**src/rtl/spi_reg_ctrl.sv**
```systemverilog
// spi_reg_ctrl
//   Command/register-access controller behind the byte interface of an
//   asynchronous SPI slave. The first byte of a transaction is a command
//   (MSB = read flag, low 7 bits = start address). It is followed either by
//   auto-incrementing register writes or by auto-incrementing register reads
//   that are prefetched one byte ahead.
//
// Ports
//   clk        in   gated SPI-derived clock, posedge only
//   reset      in   async active-high reset (slave select inactive)
//   ready      in   one-cycle byte boundary pulse; mdat valid, sdat updated
//   mdat       in   [0:7] byte from master, bit 0 = MSB
//   sdat       out  [0:7] next byte to transmit (registered)
//   reg_addr   out  [0:6] register address (internal address counter)
//   reg_wdata  out  [0:7] register write data (registered)
//   reg_we     out  one-cycle write strobe
//   reg_re     out  one-cycle read strobe, data sampled on the next posedge
//   reg_rdata  in   [0:7] register read data
//   oor        out  sticky out-of-range flag for the current transaction
//
// State | meaning
//   CMD | waiting for the command byte
//   WR  | write burst: every data byte is written, address post-increments
//   RD  | read burst: every byte boundary sends the prefetched byte and
//       | fetches the next address
module spi_reg_ctrl #(
  parameter int          NREG   = 128,
  parameter logic [7:0]  STATUS = 8'hA5
) (
  input  logic       clk,
  input  logic       reset,
  input  logic       ready,
  input  logic [0:7] mdat,
  output logic [0:7] sdat,
  output logic [0:6] reg_addr,
  output logic [0:7] reg_wdata,
  output logic       reg_we,
  output logic       reg_re,
  input  logic [0:7] reg_rdata,
  output logic       oor
);

  typedef enum logic [1:0] {
    CMD = 2'd0,
    WR  = 2'd1,
    RD  = 2'd2
  } state_t;

  localparam logic [7:0] NREG_W = 8'(NREG);

  state_t     state_q, state_d;
  logic [0:6] addr_q, addr_d;
  logic [0:7] sdat_q, sdat_d;
  logic [0:7] wdata_q, wdata_d;
  logic [0:7] pbuf_q, pbuf_d;
  logic       we_q, we_d;
  logic       re_q, re_d;
  logic       oor_q, oor_d;
  logic       pend_q, pend_d;
  logic       addr_oor;

  // Zero-extend so that NREG = 128 never flags an address as out of range.
  assign addr_oor = ({1'b0, addr_q} >= NREG_W);

  always_ff @(posedge clk or posedge reset) begin
    if (reset) begin
      state_q <= CMD;
      addr_q  <= '0;
      sdat_q  <= STATUS;
      wdata_q <= '0;
      pbuf_q  <= '0;
      we_q    <= 1'b0;
      re_q    <= 1'b0;
      oor_q   <= 1'b0;
      pend_q  <= 1'b0;
    end else begin
      state_q <= state_d;
      addr_q  <= addr_d;
      sdat_q  <= sdat_d;
      wdata_q <= wdata_d;
      pbuf_q  <= pbuf_d;
      we_q    <= we_d;
      re_q    <= re_d;
      oor_q   <= oor_d;
      pend_q  <= pend_d;
    end
  end

  always_comb begin
    state_d = state_q;
    addr_d  = addr_q;
    sdat_d  = sdat_q;
    wdata_d = wdata_q;
    pbuf_d  = pbuf_q;
    we_d    = 1'b0;
    re_d    = 1'b0;
    oor_d   = oor_q;
    pend_d  = pend_q;

    // Edge that ends a strobe: post-increment, and capture read data.
    if (we_q || re_q) begin
      addr_d = addr_q + 7'd1;
    end
    if (re_q) begin
      pbuf_d = reg_rdata;
    end

    // Pending access is issued in the first cycle after the byte boundary.
    // An out-of-range access is skipped but still advances the address so
    // the burst stays aligned with the master's byte count.
    if (pend_q && !ready) begin
      pend_d = 1'b0;
      if (addr_oor) begin
        oor_d  = 1'b1;
        addr_d = addr_q + 7'd1;
        if (state_q == RD) begin
          pbuf_d = '0;
        end
      end else if (state_q == RD) begin
        re_d = 1'b1;
      end else begin
        we_d = 1'b1;
      end
    end

    case (state_q)
      CMD: begin
        if (ready) begin
          addr_d = mdat[1:7];
          sdat_d = STATUS;
          if (mdat[0]) begin
            state_d = RD;
            pend_d  = 1'b1;
          end else begin
            state_d = WR;
          end
        end
      end
      WR: begin
        if (ready) begin
          wdata_d = mdat;
          sdat_d  = mdat;
          pend_d  = 1'b1;
        end
      end
      RD: begin
        if (ready) begin
          sdat_d = pbuf_q;
          pend_d = 1'b1;
        end
      end
      default: begin
        state_d = CMD;
      end
    endcase
  end

  assign sdat      = sdat_q;
  assign reg_addr  = addr_q;
  assign reg_wdata = wdata_q;
  assign reg_we    = we_q;
  assign reg_re    = re_q;
  assign oor       = oor_q;

endmodule
```
**config.mk**
```make
export PLATFORM = sky130hd
export DESIGN_NAME = spi_reg_ctrl
export DESIGN_NICKNAME = d
export VERILOG_FILES = /design/src/rtl/spi_reg_ctrl.sv
export SDC_FILE = /design/constraint.sdc
export NUM_CORES = 1
export LEC_CHECK = 0
export BUFFER_PORTS_ARGS = -buffer_cell sky130_fd_sc_hd__buf_2
export CAP_MARGIN = 40
export CORE_UTILIZATION = 45
export CTS_BUF_LIST = sky130_fd_sc_hd__clkbuf_8
export DETAILED_ROUTE_END_ITERATION = 7
export PLACE_DENSITY = 0.7
export SLEW_MARGIN = 15
export SYNTH_ARGS = -nofsm -noshare
export SYNTH_HDL_FRONTEND = slang
export SYNTH_SLANG_ARGS = --single-unit
```
**constraint.sdc**
```tcl
create_clock -name clk -period 1.9 [get_ports clk]
set_input_delay 0.095 -clock clk [delete_from_list [all_inputs] [get_ports clk]]
set_output_delay 0.095 -clock clk [all_outputs]
set_load 0.03 [all_outputs]
```
==> impl_metrics.ini, run 1 <==
[timing]
part_of_the_cycle_the_worst_path_needs = 0.8707
final.setup_skew_ns = 0.007284
fin_ws_ns = 0.2456
timing_max_transition_violations_final = 0
setup_viol = 0
final.min_clock_period_ns = 1.654
final_hold_viol_count = 0
rsz_0062_raised_after_global_routing = false
totalNegativeSetupSlack_ns = 0
fmax_mhz = 604.5

[setup_path]
worst_setup_path_startpoint = state_q[1]$_DFFE_PP0P_
slowest_delay_ns = 0.44
timing.critical_path.max_delay_family = adder cells
worst_setup_path_end_kind = flip-flop
cp_data_arrival_time_ns = 1.83
critical_path_stages = 4
cp-endpoint = reg_wdata[7]$_DFFE_PP0P_
crit_type = reg -> reg
r2r-end = reg_wdata[7]$_DFFE_PP0P_
reg2reg_from = state_q[1]$_DFFE_PP0P_
r2r.worst_path.cells = 4
timing.critical_path.required_ns = 2.07
critical_path.slowest_cell = sky130_fd_sc_hd__ha_1
worst-r2r-setup-slack_ns = 0.25
crit_buf_inv = 1
worst_path_maximum_fanout = 10
crit_path_start_kind = flip-flop
worstPathCellList = inv_1 > ha_1 > nand2_2 > mux2_2

[cells_and_area]
design_area_um2 = 2074
num_antenna_cells = 0
post_route_cells_drive_above_1_share = 0.4149
layout.nets = 211
final-instance-count-excl-fill = 234
fin_util = 0.6073
num-fill-cells = 275
area_delta_synth_final_pct = 25.51

[floorplan]
fp.dieH_um = 62.61
floorplan.initialDensity = 0.4839
count_of_boundary_i_o_pins = 45
fp.dieW_um = 62.61
coreArea_um2 = 3416
die-area_um2 = 3919
fp-row-count = 21

[synth]
synth-adder-area-share = 0.03785
summed_instance_area_of_the_synthesized_netlist_um2 = 1653
async_reset_ff_frac = 1.000
portion_of_the_post_synthesis_area_used_by_sequential_elements = 0.5481
yosys.cell_types.count = 33
syn_inst_count = 140
synth-warning-count = 0
xor_and_xnor_fraction_of_the_mapped_netlist_area = 0.01590
number_of_enable_flip_flop_cells_after_synthesis = 0
synth_compound_area_frac = 0.1771
largest_family_of_logic_cells_by_synthesized_area = compound AO/OA/AOI/OAI gates
ys.flop_type = sky130_fd_sc_hd__dfrtp_1
postSynthRegisterBits = 36
net_count_of_the_mapped_netlist = 164
post_synth_and_or_nand_nor_area_fraction = 0.07116
synth.area.mux_share = 0.1083
synth.avg_cell_area_um2 = 11.81

[place]
preCtsSetupSlack_ns = 0.2779
io_buffers = 43
placed_cell_count = 225
detailed_place.area_um2 = 1906
post-dp-hpwl_mm = 2.599
final_replace_weighted_congestion = 0.7315

[drt]
vias_per_cell = 5.299
drt-initial-drc-count = 32
drt_drc_violations_left = 0
routed_wirelength_mm = 3.526
routed_wire_length_per_instance_um = 15.07
via_count = 1240
ant_nets = 0
drt-pass1-iter-count = 4

[global_route]
groute.usage.overall = 0.2013
grt_antenna_before_repair = 0
grt_max_degree = 37
first_pass_grt_wire_length_mm = 5.927
global_route.overflow_total = 0
vias_in_the_first_global_route = 1238

[cts]
cts_htree_levels = 2
cts.reportedPaths.clkPinSlew_ns = 0.07
clock_tree.root_cell = sky130_fd_sc_hd__clkbuf_8
tritoncts = built
num_cts_buffers = 5
clock_insertion_delay_worst_skew_ns = 0.29
post_cts_resize_count = 0
numClockSinks = 36
cts.path.max_buffers = 2
post-cts-setup-buffers = 0

[power]
power-per-cell-area_nw_per_um2 = 1911
ir_drop_mv = 0.9255
p_leak_nw = 0.9818

[flow_run]
maxCapViolations = 0

[outcome]
outcome = completed

[min_path]
worst_min_delay_path_class = in -> reg
final cells by class:
cell class | instances | area [um^2] | area share
multi-input cells | 91 | 681.9 | 0.3287
clock inverters | 3 | 90.09 | 0.04343
well taps | 46 | 57.56 | 0.02774
clock buffers | 5 | 68.82 | 0.03317
repair buffers | 47 | 247.7 | 0.1194
flip-flops and latches | 36 | 905.9 | 0.4367
inverters | 6 | 22.52 | 0.01086
worst register-to-register path: stages (launching register included):
cell and delay [ns]:
sky130_fd_sc_hd__dfrtp_1 0.41, sky130_fd_sc_hd__inv_1 0.09, sky130_fd_sc_hd__ha_1 0.44, sky130_fd_sc_hd__nand2_2 0.26
sky130_fd_sc_hd__mux2_2 0.33
cells by family (layout without fill, tap and decap cells):
| group | after synthesis | in the layout |
|---|---|---|
| compound gates | 42 | 42 |
| xor+xnor | 3 | 3 |
| fa+ha+maj | 5 | 5 |
| buf+inv | 13 | 61 |
| flops | 36 | 36 |
| mux | 16 | 16 |
| other cells | 1 | 1 |
| simple gates | 24 | 24 |
placed cells by master (no fill, tap or decap), drive strengths merged, types with 4 or more instances in the layout:
| cell type | n |
|---|---|
| mux2 | 15 |
| nand2 | 8 |
| o21ai | 8 |
| inv | 6 |
| clkbuf | 5 |
| a21oi | 9 |
| o31ai | 7 |
| a21o | 4 |
| buf | 46 |
| a22oi | 8 |
| ha | 5 |
| nor2 | 8 |
| dfrtp | 32 |
| dfstp | 4 |
Yosys cell counts (all sizes together) (3+ instances only):
cell   number  area, um^2
nor2        8       30.03
o31ai       7       76.32
a21oi       9       45.04
ha          5       62.56
o21ai       8       40.03
dfrtp      32       800.8
or3         3       18.77
xor2        3       26.28
buf         6       38.79
nand2       8       35.03
dfstp       4       105.1
a31oi       3       18.77
mux2       15       168.9
inv         6       22.52
a22oi       8       60.06
a21o        4       30.03
power breakdown:
group | internal, W | switching, W | total [W]
Sequential | 0.00115 | 0.000255 | 0.00140
Clock | 0.000656 | 0.000271 | 0.000928
Combinational | 0.000586 | 0.00105 | 0.00164
what timing repair did:
| item | 4_1_cts | 5_1_grt |
|---|---|---|
| endpoints found under the setup margin | 0 | 0 |
| hold endpoints to repair | 32 | 0 |
| hold buffers | 1 | 0 |
state kept, by name, indices dropped and copies added (netlist names):
name	flops
pbuf_q	8
reg_wdata	8
sdat	8
reg_addr	7
state_q	2
pend_q	1
reg_re	1
reg_we	1
how the worst min path moves through the flow:
stage                            start               endpoint  slack, ns  cells after the start
after floorplan                  ready       reg_we$_DFF_PP0_       0.16                      1
after global placement           reset    sdat[1]$_DFFE_PP0P_       0.21                      3
after detailed placement         reset  pbuf_q[5]$_DFFE_PP0P_       0.22                      3
after CTS                 reg_rdata[2]  pbuf_q[2]$_DFFE_PP0P_       0.02                      2
after global routing      reg_rdata[5]  pbuf_q[5]$_DFFE_PP0P_       0.04                      2
final                     reg_rdata[2]  pbuf_q[2]$_DFFE_PP0P_       0.03                      2
through the flow:
| step | total power [W] | hold slack, ns |
|---|---|---|
| 6_report | 0.003964 | 0.03301 |
| 5_1_grt | 0.004200 | 0.03591 |
| 4_1_cts | 0.003995 | 0.02407 |
| 3_5_place_dp | 0.003055 | 0.2157 |
| 3_3_place_gp | 0.002970 | 0.2071 |
| 2_1_floorplan | 0.002591 | 0.1648 |
routing by layer:
layer	routed length, um	vias up	part of all wire	global-route usage
met3	160	6	0.045	0.05839
li1	-	597	-	-
met5	0	-	0	0
met1	1537	600	0.44	0.2470
met4	46	0	0.013	0.07267
met2	1781	37	0.51	0.3356
No activity file was read; power rests on OpenSTA's default activity.
==> run 2: changes to the inputs <==
--- a/constraint.sdc
+++ b/constraint.sdc
@@ -3,2 +3,2 @@
 set_output_delay 0.095 -clock clk [all_outputs]
-set_load 0.03 [all_outputs]
+set_load 0.1 [all_outputs]
==> run 2 against run 1 <==
  * Wire length about the same
  * Critical path depth increased by 2
  * Worst hold slack better by 0.0058 ns
  * Core utilization is 1.7 points lower
  * Final cell count is 0.43% higher
  * Cell area is 2.8% lower
  * Setup slack gained 0.016 ns
  * Sequential share of layout area increased by 1.4 points
  * Via count is 2.3% higher
  * Non-clock buffer count increased by 1
  * Highest routed layer unchanged
==> impl_metrics.ini, run 2 (synthesis gave the netlist of run 1 again) <==
[outcome]
outcome = completed

[global_route]
grt_max_degree = 37
grt_antenna_before_repair = 0
vias_in_the_first_global_route = 1269
global_route.overflow_total = 0
first_pass_grt_wire_length_mm = 6.072
groute.usage.overall = 0.2043

[cells_and_area]
layout.nets = 212
final_common_cell = sky130_fd_sc_hd__buf_2
commonest_non_fill_non_tap_cells_in_the_layout = sky130_fd_sc_hd__buf_2, sky130_fd_sc_hd__dfrtp_1, sky130_fd_sc_hd__mux2_2
final-instance-count-excl-fill = 235
num_antenna_cells = 0
post_route_cells_drive_above_1_share = 0.4180
area_delta_synth_final_pct = 21.95

[place]
final_replace_weighted_congestion = 0.7574
post-dp-hpwl_mm = 2.625
io_buffers = 43
placed_cell_count = 226

[floorplan]
fp-row-count = 21
coreArea_um2 = 3416
count_of_boundary_i_o_pins = 45
die-area_um2 = 3919
floorplan.initialDensity = 0.4839
fp.dieW_um = 62.61
fp.dieH_um = 62.61

[timing]
final_hold_viol_count = 0
part_of_the_cycle_the_worst_path_needs = 0.8621
totalNegativeSetupSlack_ns = 0
fmax_mhz = 610.5
final.min_clock_period_ns = 1.638
rsz_0062_raised_after_global_routing = false
timing_max_transition_violations_final = 0
final.setup_skew_ns = 0.005633
setup_viol = 0

[setup_path]
crit_path_start_kind = flip-flop
crit_type = reg -> reg
cp_data_arrival_time_ns = 1.86
timing.critical_path.required_ns = 2.12
worst_setup_path_end_kind = flip-flop
worst_path_maximum_fanout = 16

[drt]
vias_per_cell = 5.400
ant_nets = 0
drt-pass1-iter-count = 4
via_count = 1269
drt_drc_violations_left = 0
routed_wirelength_mm = 3.528
routed_wire_length_per_instance_um = 15.01
drt-initial-drc-count = 53

[cts]
clock_insertion_delay_worst_skew_ns = 0.29
cts.path.max_buffers = 2
cts_htree_levels = 2
numClockSinks = 36
cts.reportedPaths.clkPinSlew_ns = 0.06
clock_tree.root_cell = sky130_fd_sc_hd__clkbuf_8
tritoncts = built
num_cts_buffers = 5
post_cts_resize_count = 0

[flow_run]
maxCapViolations = 0

[min_path]
worst_min_delay_path_class = in -> reg
==> run 2: cell type report <==
cell class	count	area, um^2
fill	313	1400
inverter	6	22.52
sequential	36	908.4
timing repair buffer	48	255.2
clock inverter	2	7.507
tap	46	57.56
multi-input combinational	91	681.9
clock buffer	6	82.58
==> run 2: path summary, 6_finish.rpt <==
kind	start	end	slack (ns)	cells after the start
max	state_q[0]$_DFFE_PP0P_	sdat[0]$_DFFE_PP1P_	0.26	6
min	reg_rdata[0]	pbuf_q[0]$_DFFE_PP0P_	0.04	2
max reg2reg	state_q[0]$_DFFE_PP0P_	sdat[0]$_DFFE_PP1P_	0.26	6
min reg2reg	sdat[1]$_DFFE_PP0P_	sdat[1]$_DFFE_PP0P_	0.49	2
max in group asynchronous	reset	sdat[0]$_DFFE_PP1P_	1.09	4
min in group asynchronous	reset	pbuf_q[2]$_DFFE_PP0P_	0.44	4
==> run 2: repair_timing <==
action                    CTS  global route
hold buffers                1             0
buffers inserted            0             0
hold endpoints to repair   32             0
==> run 2: worst max-delay path, cell delays in order, from the launching register on <==
cell and delay (ns):
sky130_fd_sc_hd__dfrtp_1 0.40, sky130_fd_sc_hd__inv_1 0.08, sky130_fd_sc_hd__ha_1 0.35, sky130_fd_sc_hd__o31ai_4 0.28, sky130_fd_sc_hd__buf_4 0.24, sky130_fd_sc_hd__a21oi_1 0.06
sky130_fd_sc_hd__a21o_1 0.17
==> run 2: routing by layer <==
metal,GRT usage,vias up,wire [um]
met2,0.3315,38,1767
met3,0.04380,6,180
met4,0.1134,0,32
met5,0,-,0
li1,-,593,-
met1,0.2527,632,1547
==> run 2: through the flow <==
stage	utilization	setup WS, ns	hold WS, ns	area (um^2)
after global routing	0.5901	0.1556	0.03357	2016
after floorplan	-	0.05460	0.1648	1655
after global placement	0.5608	0.3584	0.2155	1916
after CTS	0.5901	0.2712	0.03140	2016
final	0.5901	0.2619	0.03885	2016
after detailed placement	0.5608	0.2794	0.2181	1916
Power of run 2 is not shown: default switching activity piles up to over one toggle a cycle in this logic, so the estimate is an artifact.
==> run 3: changes to the inputs <==
CELL_PAD_IN_SITES_DETAIL_PLACEMENT = 0   (was not set)
CELL_PAD_IN_SITES_GLOBAL_PLACEMENT = 2   (was not set)
CORE_UTILIZATION = 34   (was 45)
PLACE_DENSITY = not set   (was 0.7)
PLACE_DENSITY_LB_ADDON = 0.1   (was not set)
==> run 3 against run 2 <==
  * Maximum frequency decreased by 0.90%
  * Via count down 2.5%
  * Clock skew grew 0.0013 ns
  * Setup slack got worse by 0.015 ns
  * Worst hold slack worse by 0.0020 ns
  * Die area up 31%
  * Flip-flop and latch count is the same
  * Count of clock-buffer cells in the layout is 1 lower
  * Cell area about the same
  * Sequential share of layout area about the same
  * First-iteration DRC count increased by 42%
==> impl_metrics.ini, run 3 (synthesis gave the netlist of run 1 again) <==
[outcome]
outcome = completed

[setup_path]
reg2reg_from = state_q[0]$_DFFE_PP0P_
timing.critical_path.required_ns = 2.12
cp_data_arrival_time_ns = 1.88
worst-r2r-setup-slack_ns = 0.25
crit_type = reg -> reg
worst_setup_path_end_kind = flip-flop
worst_path_maximum_fanout = 16
r2r.worst_path.cells = 6
r2r-end = sdat[0]$_DFFE_PP1P_
crit_path_start_kind = flip-flop

[global_route]
groute.usage.overall = 0.1638
globalRouteMet2Util = 0.2568
grt_busiest_layer = met2
first_pass_grt_wire_length_mm = 6.272
global_route.overflow_total = 0
grt_util_met1 = 0.2207
grt.met3_usage = 0.04501
vias_in_the_first_global_route = 1187
grt_antenna_before_repair = 0
grt_max_degree = 37

[cts]
num_cts_buffers = 5
tritoncts = built
clock_tree.root_cell = sky130_fd_sc_hd__clkbuf_8
post_cts_resize_count = 0
cts.path.max_buffers = 2
clock_insertion_delay_worst_skew_ns = 0.28
cts_hold_buf = 1
numClockSinks = 36
cts_htree_levels = 2
cts.reportedPaths.clkPinSlew_ns = 0.07
post-cts-setup-buffers = 0

[timing]
part_of_the_cycle_the_worst_path_needs = 0.8700
final.min_clock_period_ns = 1.653
fmax_mhz = 605.0
final.setup_skew_ns = 0.006883
rsz_0062_raised_after_global_routing = false
totalNegativeSetupSlack_ns = 0
timing_max_transition_violations_final = 0
final_hold_viol_count = 0
setup_viol = 0
fin_ws_ns = 0.2470

[cells_and_area]
final_common_cell = sky130_fd_sc_hd__buf_2
layout.nets = 212
area_delta_synth_final_pct = 22.03
final-instance-count-excl-fill = 243
commonest_non_fill_non_tap_cells_in_the_layout = sky130_fd_sc_hd__buf_2, sky130_fd_sc_hd__dfrtp_1, sky130_fd_sc_hd__mux2_2
post_route_cells_drive_above_1_share = 0.4180
num_antenna_cells = 0

[min_path]
end_point_of_the_worst_hold_path = pbuf_q[2]$_DFFE_PP0P_
hold_depth = 2
worst_hold_startpoint = reg_rdata[2]
worst_min_delay_path_class = in -> reg

[drt]
drt-initial-drc-count = 75
routed_wire_length_per_instance_um = 15.36
drt_drc_violations_left = 0
vias_per_cell = 5.091
via_count = 1237
ant_nets = 0
drt-pass1-iter-count = 4
routed_wirelength_mm = 3.733

[floorplan]
count_of_boundary_i_o_pins = 45
fp.dieH_um = 71.72
coreArea_um2 = 4692
die-area_um2 = 5144
floorplan.initialDensity = 0.3523
fp-row-count = 25
fp.dieW_um = 71.72

[place]
preCtsSetupSlack_ns = 0.2414
placed_cell_count = 234
final_replace_weighted_congestion = 0.7858
post-dp-hpwl_mm = 2.788
io_buffers = 43

[flow_run]
maxCapViolations = 0
## run 3: cell types whose count changed in the layout (fill, tap and decap cells not counted), sizes merged
| cell | change |
|---|---|
| clkbuf | -1 |
| clkinv | +1 |
## run 3: per-stage QoR
stage / utilization / instance area, um^2 / hold WS (ns)
2_1_floorplan: - / 1655 / 0.1648
3_5_place_dp: 0.4104 / 1926 / 0.2336
5_1_grt: 0.4299 / 2017 / 0.03435
6_report: 0.4299 / 2017 / 0.03680
4_1_cts: 0.4299 / 2017 / 0.02595
3_3_place_gp: 0.4104 / 1926 / 0.2188
## run 3: cell type report
| cell class | count | area (um^2) |
|---|---|---|
| Fill cell | 470 | 2675 |
| Sequential cell | 36 | 908.4 |
| Multi-Input combinational cell | 91 | 681.9 |
| Timing Repair Buffer | 48 | 255.2 |
| Clock buffer | 5 | 68.82 |
| Tap cell | 54 | 67.56 |
| Inverter | 6 | 22.52 |
| Clock inverter | 3 | 12.51 |
## run 3: layer usage
metal	share of wire	vias up
li1	-	595
met1	0.46	609
met2	0.49	27
met3	0.039	6
met4	0.013	0
met5	0	-
## run 3: critical path, stage by stage (launching register included)
cell and delay [ns]:
sky130_fd_sc_hd__dfrtp_1 0.40, sky130_fd_sc_hd__inv_1 0.08, sky130_fd_sc_hd__ha_1 0.36, sky130_fd_sc_hd__o31ai_4 0.28, sky130_fd_sc_hd__buf_4 0.24, sky130_fd_sc_hd__a21oi_1 0.06, sky130_fd_sc_hd__a21o_1 0.16
## run 3: worst max-delay path by stage
stage                             to              startpoint  depth (start not counted)
2_1_floorplan  reg_addr[3]$_DFF_PP0_        reg_re$_DFF_PP0_                          4
3_3_place_gp     sdat[0]$_DFFE_PP1P_  state_q[0]$_DFFE_PP0P_                          6
3_5_place_dp     sdat[0]$_DFFE_PP1P_  state_q[0]$_DFFE_PP0P_                          6
4_1_cts          sdat[7]$_DFFE_PP1P_  state_q[0]$_DFFE_PP0P_                          6
5_1_grt          sdat[3]$_DFFE_PP0P_  state_q[0]$_DFFE_PP0P_                          5
6_report         sdat[0]$_DFFE_PP1P_  state_q[0]$_DFFE_PP0P_                          6
Power of run 3 is left out for the same reason.
